**src/rtl/dmem_arbiter.sv**
```systemverilog
// Two-port arbiter in front of a single-ported data memory (combinational read).
// Optional request/conflict counters are enabled with `define DMEM_ARB_STATS_EN.
module dmem_arbiter #(
  parameter int AW        = 32,
  parameter int DW        = 32,
  parameter int FIXED_PRI = 0
) (
  input  logic          clk,
  input  logic          reset,
  input  logic          req0,
  input  logic          req1,
  input  logic          we0,
  input  logic          we1,
  input  logic [AW-1:0] a0,
  input  logic [AW-1:0] a1,
  input  logic [DW-1:0] wd0,
  input  logic [DW-1:0] wd1,
  output logic          gnt0,
  output logic          gnt1,
  output logic          rvalid0,
  output logic          rvalid1,
  output logic [DW-1:0] rdata0,
  output logic [DW-1:0] rdata1,
  output logic          mem_we,
  output logic [AW-1:0] mem_a,
  output logic [DW-1:0] mem_wd,
  input  logic [DW-1:0] mem_rd
`ifdef DMEM_ARB_STATS_EN
  ,
  output logic [31:0]   cnt_gnt0,
  output logic [31:0]   cnt_gnt1,
  output logic [31:0]   cnt_conflict
`endif
);

  typedef enum logic {S_IDLE, S_ACCESS} state_t;

  state_t              r_state;
  logic                r_owner;
  logic                r_we;
  logic [AW-1:0]       r_a;
  logic [DW-1:0]       r_wd;
  logic                r_last;
  logic [1:0]          r_rvalid;
  logic [1:0][DW-1:0]  r_rdata;

  logic w_pick0, w_gnt0, w_gnt1, w_any, w_access;

  // On conflict port 0 wins when fixed priority is set or port 1 won last time.
  assign w_pick0  = (FIXED_PRI != 0) || r_last;
  assign w_gnt0   = !reset && req0 && (!req1 || w_pick0);
  assign w_gnt1   = !reset && req1 && !(req0 && w_pick0);
  assign w_any    = w_gnt0 || w_gnt1;
  assign w_access = (r_state == S_ACCESS);

  assign gnt0    = w_gnt0;
  assign gnt1    = w_gnt1;
  assign mem_we  = w_access && r_we && !reset;
  assign mem_a   = w_access ? r_a  : '0;
  assign mem_wd  = w_access ? r_wd : '0;
  assign rvalid0 = r_rvalid[0];
  assign rvalid1 = r_rvalid[1];
  assign rdata0  = r_rdata[0];
  assign rdata1  = r_rdata[1];

  always_ff @(posedge clk) begin
    if (reset) begin
      r_state  <= S_IDLE;
      r_owner  <= 1'b0;
      r_we     <= 1'b0;
      r_a      <= '0;
      r_wd     <= '0;
      r_last   <= 1'b1;
      r_rvalid <= '0;
      r_rdata  <= '0;
    end else begin
      // Response for the access closing at this edge; read-before-write data.
      r_rvalid <= w_access ? (r_owner ? 2'b10 : 2'b01) : 2'b00;
      if (w_access)
        r_rdata[r_owner] <= mem_rd;
      if (w_any) begin
        r_state <= S_ACCESS;
        r_owner <= w_gnt1;
        r_we    <= w_gnt1 ? we1 : we0;
        r_a     <= w_gnt1 ? a1  : a0;
        r_wd    <= w_gnt1 ? wd1 : wd0;
        r_last  <= w_gnt1;
      end else begin
        r_state <= S_IDLE;
      end
    end
  end

`ifdef DMEM_ARB_STATS_EN
  always_ff @(posedge clk) begin
    if (reset) begin
      cnt_gnt0     <= '0;
      cnt_gnt1     <= '0;
      cnt_conflict <= '0;
    end else begin
      if (w_gnt0)       cnt_gnt0     <= cnt_gnt0 + 32'd1;
      if (w_gnt1)       cnt_gnt1     <= cnt_gnt1 + 32'd1;
      if (req0 && req1) cnt_conflict <= cnt_conflict + 32'd1;
    end
  end
`endif

endmodule

```
**config.mk**
```make
export PLATFORM = sky130hd
export DESIGN_NAME = dmem_arbiter
export DESIGN_NICKNAME = d
export VERILOG_FILES = /design/src/rtl/dmem_arbiter.sv
export SDC_FILE = /design/constraint.sdc
export NUM_CORES = 1
export LEC_CHECK = 0
export ABC_AREA = 0
export BUFFER_PORTS_ARGS = -buffer_cell sky130_fd_sc_hd__buf_2
export CAP_MARGIN = 10
export CORE_ASPECT_RATIO = 2
export CORE_UTILIZATION = 25
export DETAILED_ROUTE_END_ITERATION = 6
export HOLD_SLACK_MARGIN = 0.03
export PLACE_DENSITY = 0.53
export SLEW_MARGIN = 20
export SYNTH_ARGS = -nofsm -noshare
export SYNTH_HDL_FRONTEND = slang
export SYNTH_SLANG_ARGS = --single-unit
```
**constraint.sdc**
```tcl
create_clock -name clk -period 2.1 [get_ports clk]
set_clock_uncertainty 0.2 [all_clocks]
set_input_delay 0.105 -clock clk [delete_from_list [all_inputs] [get_ports clk]]
set_output_delay 0.105 -clock clk [all_outputs]
set_load 0.05 [all_outputs]
```
-- Word-level counts from Yosys, hierarchy flattened
Index checks and enable logic that the tools add are counted.
- $lt $le $gt $ge: 2
- bitwise operators: 1
- reduce and logical (&&, ||, !) cells: 14
- mux-type cells: 10
- operator list (cell ; number):
    $mux W32 ; 5
    $bwmux W64 ; 1
    $demux W32 S1 ; 1
    $logic_and A1 B1 Y1 ; 8
    $logic_not A1 Y1 ; 3
    $logic_or A1 B1 Y1 ; 2
    $lt A1 B2 Y1 const B ; 1
    $mux W1 ; 2
    $mux W2 ; 1
    $reduce_or A2 Y1 ; 1
    $ge A1 B1 Y1 const B ; 1
    $not A1 Y1 ; 1
- word-level logic and storage cells: 36
- flip-flop bits (word level): 134
- input bits: 166

-- Longest topological paths before layout
- word-level depth: 5
- mapped depth: 5
- mapped depth without buffers: 3

-- Worst setup path after synthesis
OpenSTA, ideal clock, no wires.
- path type: in2out
- start: in reset
- end: out gnt0
- cell stages on the path: 4
- path buffers: 3
- arrival: 1.776 ns
- setup slack: 0.019 ns
- cell sequence: buf_2 > buf_2 > buf_2 > a211oi_1
- cells in the longest elaborated chain, start to end: 3
- RTL lines (item ; line ; RTL):
    start: declaration ; 9 ; input logic reset,
    $logic_not A1 Y1 ; 51 ; assign w_gnt0 = !reset && req0 && (!req1 || w_pick0);
    $logic_and A1 B1 Y1 (2 in a row) ; 51 ;
    end: declaration ; 18 ; output logic gnt0,
No other way between the ends.

-- Worst setup path in the final report
- start: reg r_state
- end: out mem_wd[15]
- cells in the longest elaborated chain, start to end: 1
- RTL lines (item ; line ; RTL):
    start: declaration ; 38 ; state_t r_state;
    start signal: assignment ; 68 ; r_state <= S_IDLE;
    start signal: assignment ; 82 ; r_state <= S_ACCESS;
    start signal: assignment ; 89 ; r_state <= S_IDLE;
    $mux W32 ; 60 ; assign mem_wd = w_access ? r_wd : '0;
    end: declaration ; 26 ; output logic [DW-1:0] mem_wd,
No other way between the ends.

==> run summary <==
RR Startpoint = r_last
Via count = 6411
Root buf cell = clkbuf_16
Vias/cell = 4.835
DP Area = 0.007266 sq mm
Tcrit/Tclk final = 94.28%
Core region area = 0.02159 sq mm
Crit path DAT = 1.67 ns
Critical path fanouts, max = 38
# IOs = 299
CTS max path bufs = 2
CP endpoint = mem_wd[15]
Total GRT Usage = 19.10%
Grt total ovfl = 0
Fin crit period = 1.980 ns
Fin nets = 1205
Initial core utilization = 25.59%
Dpl ws = 0.4516 ns
Post-route worst setup slack = 0.1201 ns
Net switching fraction of the power = 30.10%
Vias in the first global route = 6455
Sequential fraction of design power = 39.3%
Hold Slack = 0.07340 ns
WL/cell = 16.60 um
Largest stage delay, worst path = 0.38 ns
Worst Path Buf+Inv = 2
Max VDD drop = 0.4727 mV
Post-synthesis cell count = 605
CTS tree = done
Slew Viols, Final = 0
Initial antenna violation count = 1
Buffers on Ports = 298
Top delay family on crit path = buffers and inverters
DRT iter0 DRCs = 379
Flop-to-flop setup slack = 0.44 ns
Fill cells = 2085
P_int = 4989 uW
Dominant cell type by area after synthesis = dfxtp_1
Power Total = 7138 uW
Layout area overhead = 71.80%
Fmax = 0.5051 GHz
Crit-path cells = buf_4, and2_1, buf_2
Die W = 107.1 um
Mean Syn Cell Area = 9.131 sq um
Yosys warning total = 0
Final setup TNS = 0 ns
Ranking of synthesized cells by area = dfxtp_1 (49%), a221o_1 (12%), nor4b_1 (10%), nand2_1 (8.8%), and2_1 (7.4%)
Residual DRC = 0
Die Y = 212.2 um
Worst r2r dst = r_a[27]
Power per cell area = 752.1 mW/mm^2
Status = finished, final reports clean
First-pass GRT wire length = 33090 um
Max cap viols = 0
Class of the worst hold path = in -> reg
Netlist cell types = 21
Die area = 0.02273 sq mm
Drt first pass iters = 5
Syn Nets = 771
Clk slew on worst S/H paths = 0.06 ns
Final Hold Fails = 0
Detailed Place HPWL = 13970 um
Clock power frac = 39.8%
Synth top area share = 48.56%
Final setup viols = 0
Total clock sinks = 134
# rows = 76
WP data required = 1.79 ns
Final WL = 22010 um
Final instance area = 0.009490 sq mm
Netlist Area Pre-Place = 0.005524 sq mm
Clk Latency, worst-skew pair = 0.43 ns
Slew HR = 65.72%
Worst-margin pin slew = 0.5130 ns
Crit path max-delay cell type = dfxtp_2
Largest net degree at the start of global routing = 66
CP Launch Type = register
Critical Path Start = r_state
GPL Wtd Cong = 0.7970
Antenna viol nets, final = 0
Logic pwr share = 20.9%
Num CTS Buffers = 17
Htree depth = 4
RSZ-0062 raised after global routing = false
Share of layout cells above drive strength 1 = 33.17%
Register area share after synthesis = 48.56%
Setup Crit Path Kind = reg -> out
Crit. End Element = output pin
Post-CTS setup buffers = 0
Reg2reg path depth = 4
Leakage = 0.004257 uW
Switch Pwr = 2149 uW
CP Depth = 3
Synth Register Bits = 134
## worst register-to-register path, stage by stage (launching register included)
cell and delay [ns]:
dfxtp_1 0.35, a21boi_4 0.19, nor2b_4 0.18, buf_4 0.42, a221o_1 0.27
## power by group through the flow
stage | Combinational, uW | Clock, uW | Sequential [uW]
6_report | 1490 | 2840 | 2800
5_1_grt | 1590 | 3020 | 2820
4_1_cts | 1490 | 2930 | 2800
3_5_place_dp | 1250 | 0 | 2850
3_3_place_gp | 1240 | 0 | 2850
2_1_floorplan | 642 | 0 | 3020
## cells in the final DEF, fill, tap and decap left out, types with 3 or more instances in the layout
master / count
a21oi_1: 65
a221o_1: 65
and2_1: 65
buf_12: 5
buf_2: 296
buf_4: 11
clkbuf_1: 3
clkbuf_16: 17
clkinv_2: 3
clkinvlp_4: 5
dfxtp_1: 133
dlygate4sd3_1: 166
nand2_1: 130
nor2_1: 3
nor4b_1: 65
## synthesized netlist by cell type
master    number
and2_1        65
inv_1          2
clkbuf_1      26
nand2_1      130
o21ai_0        1
buf_2         24
a21boi_2       1
and3b_1        2
nor3_1         1
a221o_1       65
nand2b_1       2
nor2b_4        1
nor4b_1       65
a21oi_1       65
buf_6          1
dfxtp_1      134
nor2b_1        1
nor2_1         4
buf_1          9
a211oi_1       1
buf_4          5
## routing by layer
| metal | vias up | share of wire (%) | global-route usage (%) |
|---|---|---|---|
| met3 | 66 | 4.9 | 3.955 |
| met4 | 0 | 4.6 | 12.14 |
| met1 | 3007 | 37 | 19.43 |
| met5 | - | 0 | 0 |
| li1 | 3043 | - | - |
| met2 | 295 | 53 | 34.84 |
## sequential cells by signal, indices dropped and copies added, names as in the netlist
name,cells
r_owner,1
r_rvalid,2
r_last,1
r_a,32
r_we,1
r_wd,32
rdata0,32
r_state,1
rdata1,32
## kinds of logic after synthesis
logic type      share of synthesized area, %
compound gates                         18.10
flops                                  48.56
buf+inv                                5.572
simple gates                           27.77
## how the worst min path moves through the flow
stage	endpoint	depth (start not counted)	start	slack (ns)
after CTS	r_state	4	req1	0.04
after global placement	r_wd[16]	2	wd1[16]	0.13
after global routing	r_state	4	req1	0.09
final	r_state	4	req1	0.07
after detailed placement	r_we	2	we1	0.13
after floorplan	rdata0[22]	2	mem_rd[22]	0.04
## per-stage QoR
step,cells,util (%)
floorplan,605,-
global placement,1127,33.66
detailed placement,1127,33.66
CTS,1325,43.92
global route,1326,43.97
finish,1326,43.97
## area by class of cell
type	count	area [sq um]	area share, %
timing repair buffer	480	3348	35.28
tap	273	341.6	3.599
antenna	1	2.502	0.02637
sequential	134	2684	28.28
clock inverter	11	100.1	1.055
multi-input combinational	404	2556	26.93
clock buffer	21	450.4	4.746
inverter	2	7.507	0.07910
## what timing repair did
item,in CTS,in global routing
gates resized for setup,1,2
endpoints found under the hold margin,132,0
hold buffers,166,0
endpoints found under the setup margin,1,2
Note: power is estimated with default switching activity, not from simulation.
